File: config.mk
export PLATFORM = sky130hd
export DESIGN_NAME = mult8_err_accum
export DESIGN_NICKNAME = d
export VERILOG_FILES = /design/src/rtl/mult8_err_accum.sv
export SDC_FILE = /design/constraint.sdc
export NUM_CORES = 1
export LEC_CHECK = 0
export ABC_AREA = 0
export BUFFER_PORTS_ARGS = -buffer_cell sky130_fd_sc_hd__buf_2
export CORE_MARGIN = 1
export CORE_UTILIZATION = 30
export CTS_CLUSTER_DIAMETER = 60
export DETAILED_ROUTE_END_ITERATION = 12
export GPL_ROUTABILITY_DRIVEN = 0
export GPL_TIMING_DRIVEN = 0
export SYNTH_ARGS = -nofsm -noshare
export SYNTH_HDL_FRONTEND = slang
export SYNTH_SLANG_ARGS = --single-unit
File: constraint.sdc
create_clock -name clk -period 17.82 [get_ports clk]
set_clock_uncertainty 0.05 [all_clocks]
set_input_delay 1.782 -clock clk [delete_from_list [all_inputs] [get_ports clk]]
set_output_delay 1.782 -clock clk [all_outputs]
set_load 0.1 [all_outputs]
File: src/rtl/mult8_err_accum.sv
`default_nettype none
// +----------------------------------------------------------------------------+
// | mult8_err_accum: scores 8x8 multiplier products against the exact result.   |
// | Rev 1.0                                                                     |
// +----------------------------------------------------------------------------+
module mult8_err_accum #(
  parameter int CNT_W = 32,
  parameter int SUM_W = 40
) (
  input  logic             clk,
  input  logic             rst_n,
  input  logic             clear,
  input  logic             start,
  input  logic [CNT_W-1:0] target,
  input  logic             in_valid,
  output logic             in_ready,
  input  logic [7:0]       in_a,
  input  logic [7:0]       in_b,
  input  logic [15:0]      in_p,
  output logic             busy,
  output logic             done,
  output logic [CNT_W-1:0] samples,
  output logic [CNT_W-1:0] mismatches,
  output logic [SUM_W-1:0] sum_abs_err,
  output logic             sum_sat,
  output logic [15:0]      max_abs_err,
  output logic [7:0]       max_err_a,
  output logic [7:0]       max_err_b
);

  typedef enum logic [1:0] {
    ST_IDLE  = 2'd0,
    ST_RUN   = 2'd1,
    ST_DRAIN = 2'd2,
    ST_DONE  = 2'd3
  } state_t;

  state_t           r_state;
  logic [CNT_W-1:0] r_target;
  logic [CNT_W-1:0] r_count;
  logic             r_s1_valid;
  logic [7:0]       r_s1_a;
  logic [7:0]       r_s1_b;
  logic [15:0]      r_s1_p;

  logic [15:0]      w_exact;
  logic [15:0]      w_err;
  logic [SUM_W:0]   w_sum_ext;
  logic             w_accept;
  logic             w_last;
  logic             w_start_ok;

  assign w_exact    = {8'd0, r_s1_a} * {8'd0, r_s1_b};
  assign w_err      = (r_s1_p >= w_exact) ? (r_s1_p - w_exact) : (w_exact - r_s1_p);
  // One extra bit catches the carry that signals saturation.
  assign w_sum_ext  = {1'b0, sum_abs_err} + {{(SUM_W-15){1'b0}}, w_err};
  assign w_accept   = (r_state == ST_RUN) && in_valid;
  assign w_last     = ((r_count + CNT_W'(1)) == r_target);
  assign w_start_ok = start && ((r_state == ST_IDLE) || (r_state == ST_DONE));

  always_ff @(posedge clk or negedge rst_n) begin
    if (!rst_n) begin
      r_state     <= ST_IDLE;
      r_target    <= '0;
      r_count     <= '0;
      r_s1_valid  <= 1'b0;
      r_s1_a      <= '0;
      r_s1_b      <= '0;
      r_s1_p      <= '0;
      in_ready    <= 1'b0;
      busy        <= 1'b0;
      done        <= 1'b0;
      samples     <= '0;
      mismatches  <= '0;
      sum_abs_err <= '0;
      sum_sat     <= 1'b0;
      max_abs_err <= '0;
      max_err_a   <= '0;
      max_err_b   <= '0;
    end else if (clear) begin
      r_state     <= ST_IDLE;
      r_target    <= '0;
      r_count     <= '0;
      r_s1_valid  <= 1'b0;
      in_ready    <= 1'b0;
      busy        <= 1'b0;
      done        <= 1'b0;
      samples     <= '0;
      mismatches  <= '0;
      sum_abs_err <= '0;
      sum_sat     <= 1'b0;
      max_abs_err <= '0;
      max_err_a   <= '0;
      max_err_b   <= '0;
    end else begin
      r_s1_valid <= w_accept;
      if (w_accept) begin
        r_s1_a <= in_a;
        r_s1_b <= in_b;
        r_s1_p <= in_p;
      end

      case (r_state)
        ST_IDLE, ST_DONE: begin
          if (start) begin
            r_target <= target;
            r_count  <= '0;
            if (target != '0) begin
              r_state  <= ST_RUN;
              in_ready <= 1'b1;
              busy     <= 1'b1;
              done     <= 1'b0;
            end else begin
              r_state  <= ST_DONE;
              in_ready <= 1'b0;
              busy     <= 1'b0;
              done     <= 1'b1;
            end
          end
        end
        ST_RUN: begin
          if (w_accept) begin
            r_count <= r_count + CNT_W'(1);
            if (w_last) begin
              r_state  <= ST_DRAIN;
              in_ready <= 1'b0;
            end
          end
        end
        ST_DRAIN: begin
          r_state <= ST_DONE;
          busy    <= 1'b0;
          done    <= 1'b1;
        end
        default: begin
          r_state  <= ST_IDLE;
          in_ready <= 1'b0;
          busy     <= 1'b0;
          done     <= 1'b0;
        end
      endcase

      // Stage 2: the pipeline is always empty in IDLE/DONE, so start never races an update.
      if (w_start_ok) begin
        samples     <= '0;
        mismatches  <= '0;
        sum_abs_err <= '0;
        sum_sat     <= 1'b0;
        max_abs_err <= '0;
        max_err_a   <= '0;
        max_err_b   <= '0;
      end else if (r_s1_valid) begin
        samples <= samples + CNT_W'(1);
        if (w_err != 16'd0) begin
          mismatches <= mismatches + CNT_W'(1);
        end
        if (w_sum_ext[SUM_W]) begin
          sum_abs_err <= '1;
          sum_sat     <= 1'b1;
        end else begin
          sum_abs_err <= w_sum_ext[SUM_W-1:0];
        end
        if (w_err > max_abs_err) begin
          max_abs_err <= w_err;
          max_err_a   <= r_s1_a;
          max_err_b   <= r_s1_b;
        end
      end
    end
  end

endmodule
`default_nettype wire

# Word-level counts from Yosys, hierarchy flattened
# Cells that the tools add are included.
op_classes:
  n_addsub: 6
  mul: 1
  div: 0
  n_lt_le_gt_ge: 2
  eq_ne: 7
  n_shift: 0
  n_mux: 54
  n_bitwise: 1
  n_reduce_logical: 24
op_table:
  columns: ["operator", "count"]
  rows:
  - ["2-to-1 mux 32 bit", 13]
  - ["2-to-1 mux 40 bit", 4]
  - ["adder 32 x 1 -> 32 bit (second input constant)", 3]
  - ["2-to-1 mux 16 bit", 5]
  - ["2-to-1 mux 8 bit", 8]
  - ["case mux 32 bit (2 select lines)", 1]
  - ["adder 40 x 16 -> 41 bit", 1]
  - ["equality test 32 bit", 1]
  - ["nonzero test 32 bit", 1]
  - ["subtractor 16 bit", 2]
  - ["nonzero test 3 bit", 6]
  - [">= comparator 16 bit", 1]
  - ["greater-than comparator 16 bit", 1]
  - ["multiplier 8 x 8 -> 16 bit", 1]
  - ["nonzero test 16 bit", 1]
  - ["2-to-1 mux 1 bit", 14]
  - ["AND reduction 2 bit", 6]
  - ["2-to-1 mux 2 bit", 5]
  - ["!= test 3 bit (second input constant)", 3]
  - ["case mux 1 bit (2 select lines)", 3]
  - ["case mux 2 bit (3 select lines)", 1]
  - ["AND reduction 3 bit", 2]
  - ["equality test 2 bit (second input constant)", 2]
  - ["AND reduction 4 bit", 1]
  - ["7 further kinds", 9]
word_totals:
  regBits: 239
  latchBits: 0
  ramBits: 0
  romBits: 0
  input_bits: 69
  out_inout_bits: 140
  wordCells: 112
  memories: 0

# Logic depth before layout (Yosys ltp)
depth:
  depth_word: 8
  ltp_mapped: 40
  ltp_nobuf: 38

# Worst setup path before layout
# Ideal clock, no wire load.
synth_timing:
  path_kind: "flip-flop to flip-flop"
  start: "reg r_s1_a[0]"
  end: "reg max_abs_err[0]"
  t_arrival_ps: 8492
  setup_slack_ps: 9146
  stages_incl_launch_ff: 36
  path_buffers: 4
  period_less_slack_ps: 8674
  path_cell_list: "dfrtp_1 clkbuf_1 nand2_1 fa_1 fa_1 inv_1 fa_1 inv_1 fa_1 inv_1 ha_1 inv_1 o21bai_1 a21oi_1 o21bai_1 a21oi_1 o211ai_1 a21o_1 a21oi_1 xnor2_1 ha_1 inv_1 a211oi_4 nor2_8 mux2_4 xnor2_4 inv_2 buf_2 ha_1 nand4_1 a211o_1 a31oi_1 buf_1 buf_1 mux2i_1 nor2_1"
synth_via:
  elab_chain_len: 7
  elab_cells_between_ends: 12
synth_lines:
  columns: ["item", "line_no", "text"]
  rows:
  - ["start, declared", "42", "logic [7:0] r_s1_a;"]
  - ["start signal, assigned", "98", "r_s1_a <= in_a;"]
  - ["multiplier 8 x 8 -> 16 bit *", "53", "assign w_exact = {8'd0, r_s1_a} * {8'd0, r_s1_b};"]
  - ["subtractor 16 bit or >= comparator 16 bit (tied branches)", "54", "assign w_err = (r_s1_p >= w_exact) ? (r_s1_p - w_exact) : (w_exact - r_s1_p);"]
  - ["2-to-1 mux 16 bit *", "54", null]
  - ["parallel branches: the longest is 4 deep, another holds greater-than comparator 16 bit", null, null]
  - ["end signal, assigned", "164", "max_abs_err <= w_err;"]
  - ["end, declared", "26", "output logic [15:0] max_abs_err,"]
# Mark *: on every way between the ends. The select of a mux whose other input is x is not followed.
# A chain may end at the register's enable or synchronous reset.

# Final worst setup path
layout_timing:
  start: "reg r_s1_a[0]"
  end: "reg max_abs_err[8]"
# Same word-level chain as after synthesis.

==> reports/metrics.cfg <==
[status]
outcome=completed

[setup_path]
regToRegEndpoint=max_abs_err[8]
startpoint_type=flop
r2r_cells=35
r2r_setup_slack_ns=7.18
crit_path_max_incr_delay_ns=0.82
arrival_ns=10.95
critPathCaptureType=flop
crit_path_top_delay_cell=buf_1
critPathMostFrequentCell=inv_1
required_ns=18.14
r2r_start=r_s1_a[0]
path_class=flop to flop
worst-path-max-fanout=11

[synthesis]
yosysTopAreaCellShare_pct=34.5
synth_compound_area_share_pct=18.0
synthesis.nets=2204
ys.flop_type=dfrtp_1
ys_types=90
synth-edff-count=0
syn-instance-count=1992
synth_xor_xnor_area_share_pct=6.01
synth_top_area_cell=dfrtp_1
avgSynthCellArea_um2=8.69
ys_ff_latch=239
muxShareOfSynthArea_pct=2.17
synth_area_um2=17300
yosys.area_share.simple_pct=21.8
synthAdderAreaFrac_pct=12.0
yosys-top-cells-area=dfrtp_1 35%, ha_1 7.5%, nand2_1 5.5%
synthArstFlopShare_pct=100
seq_area_frac_synth_pct=34.5
synth_warnings=0
synth_top_family_by_area=simple AND/OR/NAND/NOR gates

[timing]
hold_viol_final=0
finalSetupViolations=0
slew_headroom_pct=30.0
min_period_ns=10.64
grt_setup_unrepaired=false
worst_pin_slew_ns=1.05
fin_setup_tns_ns=0
timing.final.crit_share_pct=59.7
slew_violations=0
fmax_mhz=94.0

[clock_tree]
cts_buffer_depth=3
cts_buffers=39
cts_num_sinks=239
cts_hold_buf=0
root_buffer=clkbuf_16
cts_tree=yes
cts_max_level=2
clk-insertion-delay-late_ns=0.56
cts_setup_buffers=0
path_clk_slew_ns=0.05
cts.repair.resized=0

[routing]
viasPerCell=5.21
firstDrtPassIters=5
wl_mm=53.7
ant_nets=0
drc_errors=0
via_count=15769
drtIter0Drc=1103
detail_route.wl_per_cell_um=17.7

[final_layout]
layout-drive-gt1-share_pct=15.3
fin_nets=2454
syn_to_final_growth_pct=20.1

[job]
max_cap_viol_count=0

[place]
port-buffer-count=207
dpl.hpwl_mm=40.7

[min_path]
min-delay-start=r_s1_p[15]
hold_end=r_s1_p[15]
whs_path_depth=2
hp-class=flop to flop

[floorplan]
die_y_um=242
initial_core_util_pct=30.5
rows=87
coreArea_um2=56700
dieArea_um2=58700
pin_count=209
dieWidth_um=242

[grt]
grt_max_degree=94
globalRouteTotalUtil_pct=18.1
grt_pass1_wl_mm=85.3
overflow=0
grt_pass1_vias=15480
antenna_found_initial=1

[Yosys cell counts (5+ instances only)]
| cell type | count |
|---|---|
| a21o_1 | 23 |
| and4_1 | 9 |
| buf_1 | 5 |
| buf_6 | 6 |
| fa_1 | 39 |
| clkbuf_1 | 69 |
| nand3_1 | 63 |
| o31ai_2 | 7 |
| a31oi_1 | 10 |
| a21boi_0 | 5 |
| a311oi_1 | 6 |
| o21a_1 | 19 |
| nor4_1 | 25 |
| ha_1 | 104 |
| o21bai_1 | 10 |
| nor3_1 | 50 |
| or2_2 | 11 |
| nand2_1 | 255 |
| or3_1 | 17 |
| xnor2_1 | 69 |
| o21ai_0 | 97 |
| nand4_1 | 41 |
| dfrtp_1 | 239 |
| nor2_1 | 159 |
| a32o_1 | 13 |
| nor3b_1 | 9 |
| buf_4 | 5 |
| a22o_1 | 20 |
| and3_1 | 20 |
| mux2i_1 | 35 |
| and2_1 | 73 |
| inv_1 | 139 |
| nand2b_1 | 9 |
| o211ai_1 | 17 |
| o31ai_1 | 15 |
| buf_2 | 8 |
| a21oi_1 | 131 |
| xor2_1 | 44 |
| nor2b_1 | 12 |
| o21ai_1 | 5 |
| a211oi_1 | 13 |
| o41ai_1 | 7 |
| o41ai_2 | 5 |
[worst max-delay path: cells and delay by family, from the launching register on]
family | cells | cell delay, ns
adders and majority gates | 7 | 3.36
buffers and inverters | 10 | 2.83
AOI/OAI and AO/OA | 10 | 2.22
muxes | 2 | 0.64
xor gates and xnor gates | 2 | 0.50
and+or+nand+nor | 4 | 0.46
DFF | 1 | 0.32
[cells in the final DEF, fill, tap and decap left out, drive strengths merged, types with 21 or more instances in the layout]
master  Yosys  routed
xnor2      70      70
a21o       23      23
inv       140     145
nor2      160     160
nand3      63      63
nor3       50      50
nand2     256     256
fa         39      39
ha        104     104
and2       73      73
o31ai      23      23
dfrtp     239     239
a21oi     136     136
and3       21      21
clkbuf     69     117
xor2       44      44
buf        24     233
mux2i      35      35
nor4       27      27
o21ai     103     103
nand4      41      41
[worst max path at each step]
| stage | start | to | slack, ns | depth (start not counted) |
|---|---|---|---|---|
| after global placement | r_s1_a[0] | max_err_b[7] | 7.32 | 35 |
| after detailed placement | r_s1_a[0] | max_abs_err[8] | 7.28 | 35 |
| after global routing | r_s1_a[0] | max_abs_err[10] | 6.56 | 35 |
| final | r_s1_a[0] | max_abs_err[8] | 7.18 | 35 |
| after CTS | r_s1_a[0] | max_abs_err[8] | 7.20 | 35 |
| after floorplan | r_s1_a[0] | max_abs_err[0] | 9.15 | 35 |
[area by class of cell]
cell class | count | area (um2)
Fill cell | 5757 | 35900
Multi-Input combinational cell | 1520 | 10400
Sequential cell | 239 | 5980
Timing Repair Buffer | 209 | 1100
Clock buffer | 48 | 1090
Tap cell | 756 | 946
Inverter | 140 | 526
Buffer | 93 | 423
Clock inverter | 23 | 347
Antenna cell | 1 | 2.50
[logic make-up after synthesis]
group | after synthesis
simple gates | 772
compound gates | 453
flops | 239
buf+inv | 233
fa+ha+maj | 143
xor+xnor | 115
mux | 37
[metrics by stage]
step           cell area, um2  setup slack, ns  std cells  hold WS, ns  utilization, %
6_report                20800             7.18       3029        0.432            36.7
5_1_grt                 20800             6.56       3029        0.474            36.7
4_1_cts                 20800             7.20       3028        0.443            36.7
3_5_place_dp            19400             7.28       2957        0.428            34.1
3_3_place_gp            19300             7.32       2955        0.435            34.0
2_1_floorplan           17300             9.15       1992        0.402               -
[metal layers]
layer	track usage, %	vias to the layer above	routed length [um]
met5	0	-	0
met3	3.73	82	3620
met4	6.50	0	1610
li1	-	7474	-
met2	29.0	500	25000
met1	24.0	7713	23500
[flip-flops by register name, summed over array words and instances, names as in the netlist]
signal	flops
busy	1
max_err_b	8
max_err_a	8
mismatches	32
sum_sat	1
r_s1_p	16
r_s1_a	8
r_s1_b	8
r_target	32
sum_abs_err	40
r_state	2
in_ready	1
samples	32
r_s1_valid	1
max_abs_err	16
r_count	32
done	1
Power is not shown: default switching activity piles up to over one toggle a cycle in this logic, so the estimate is an artifact.
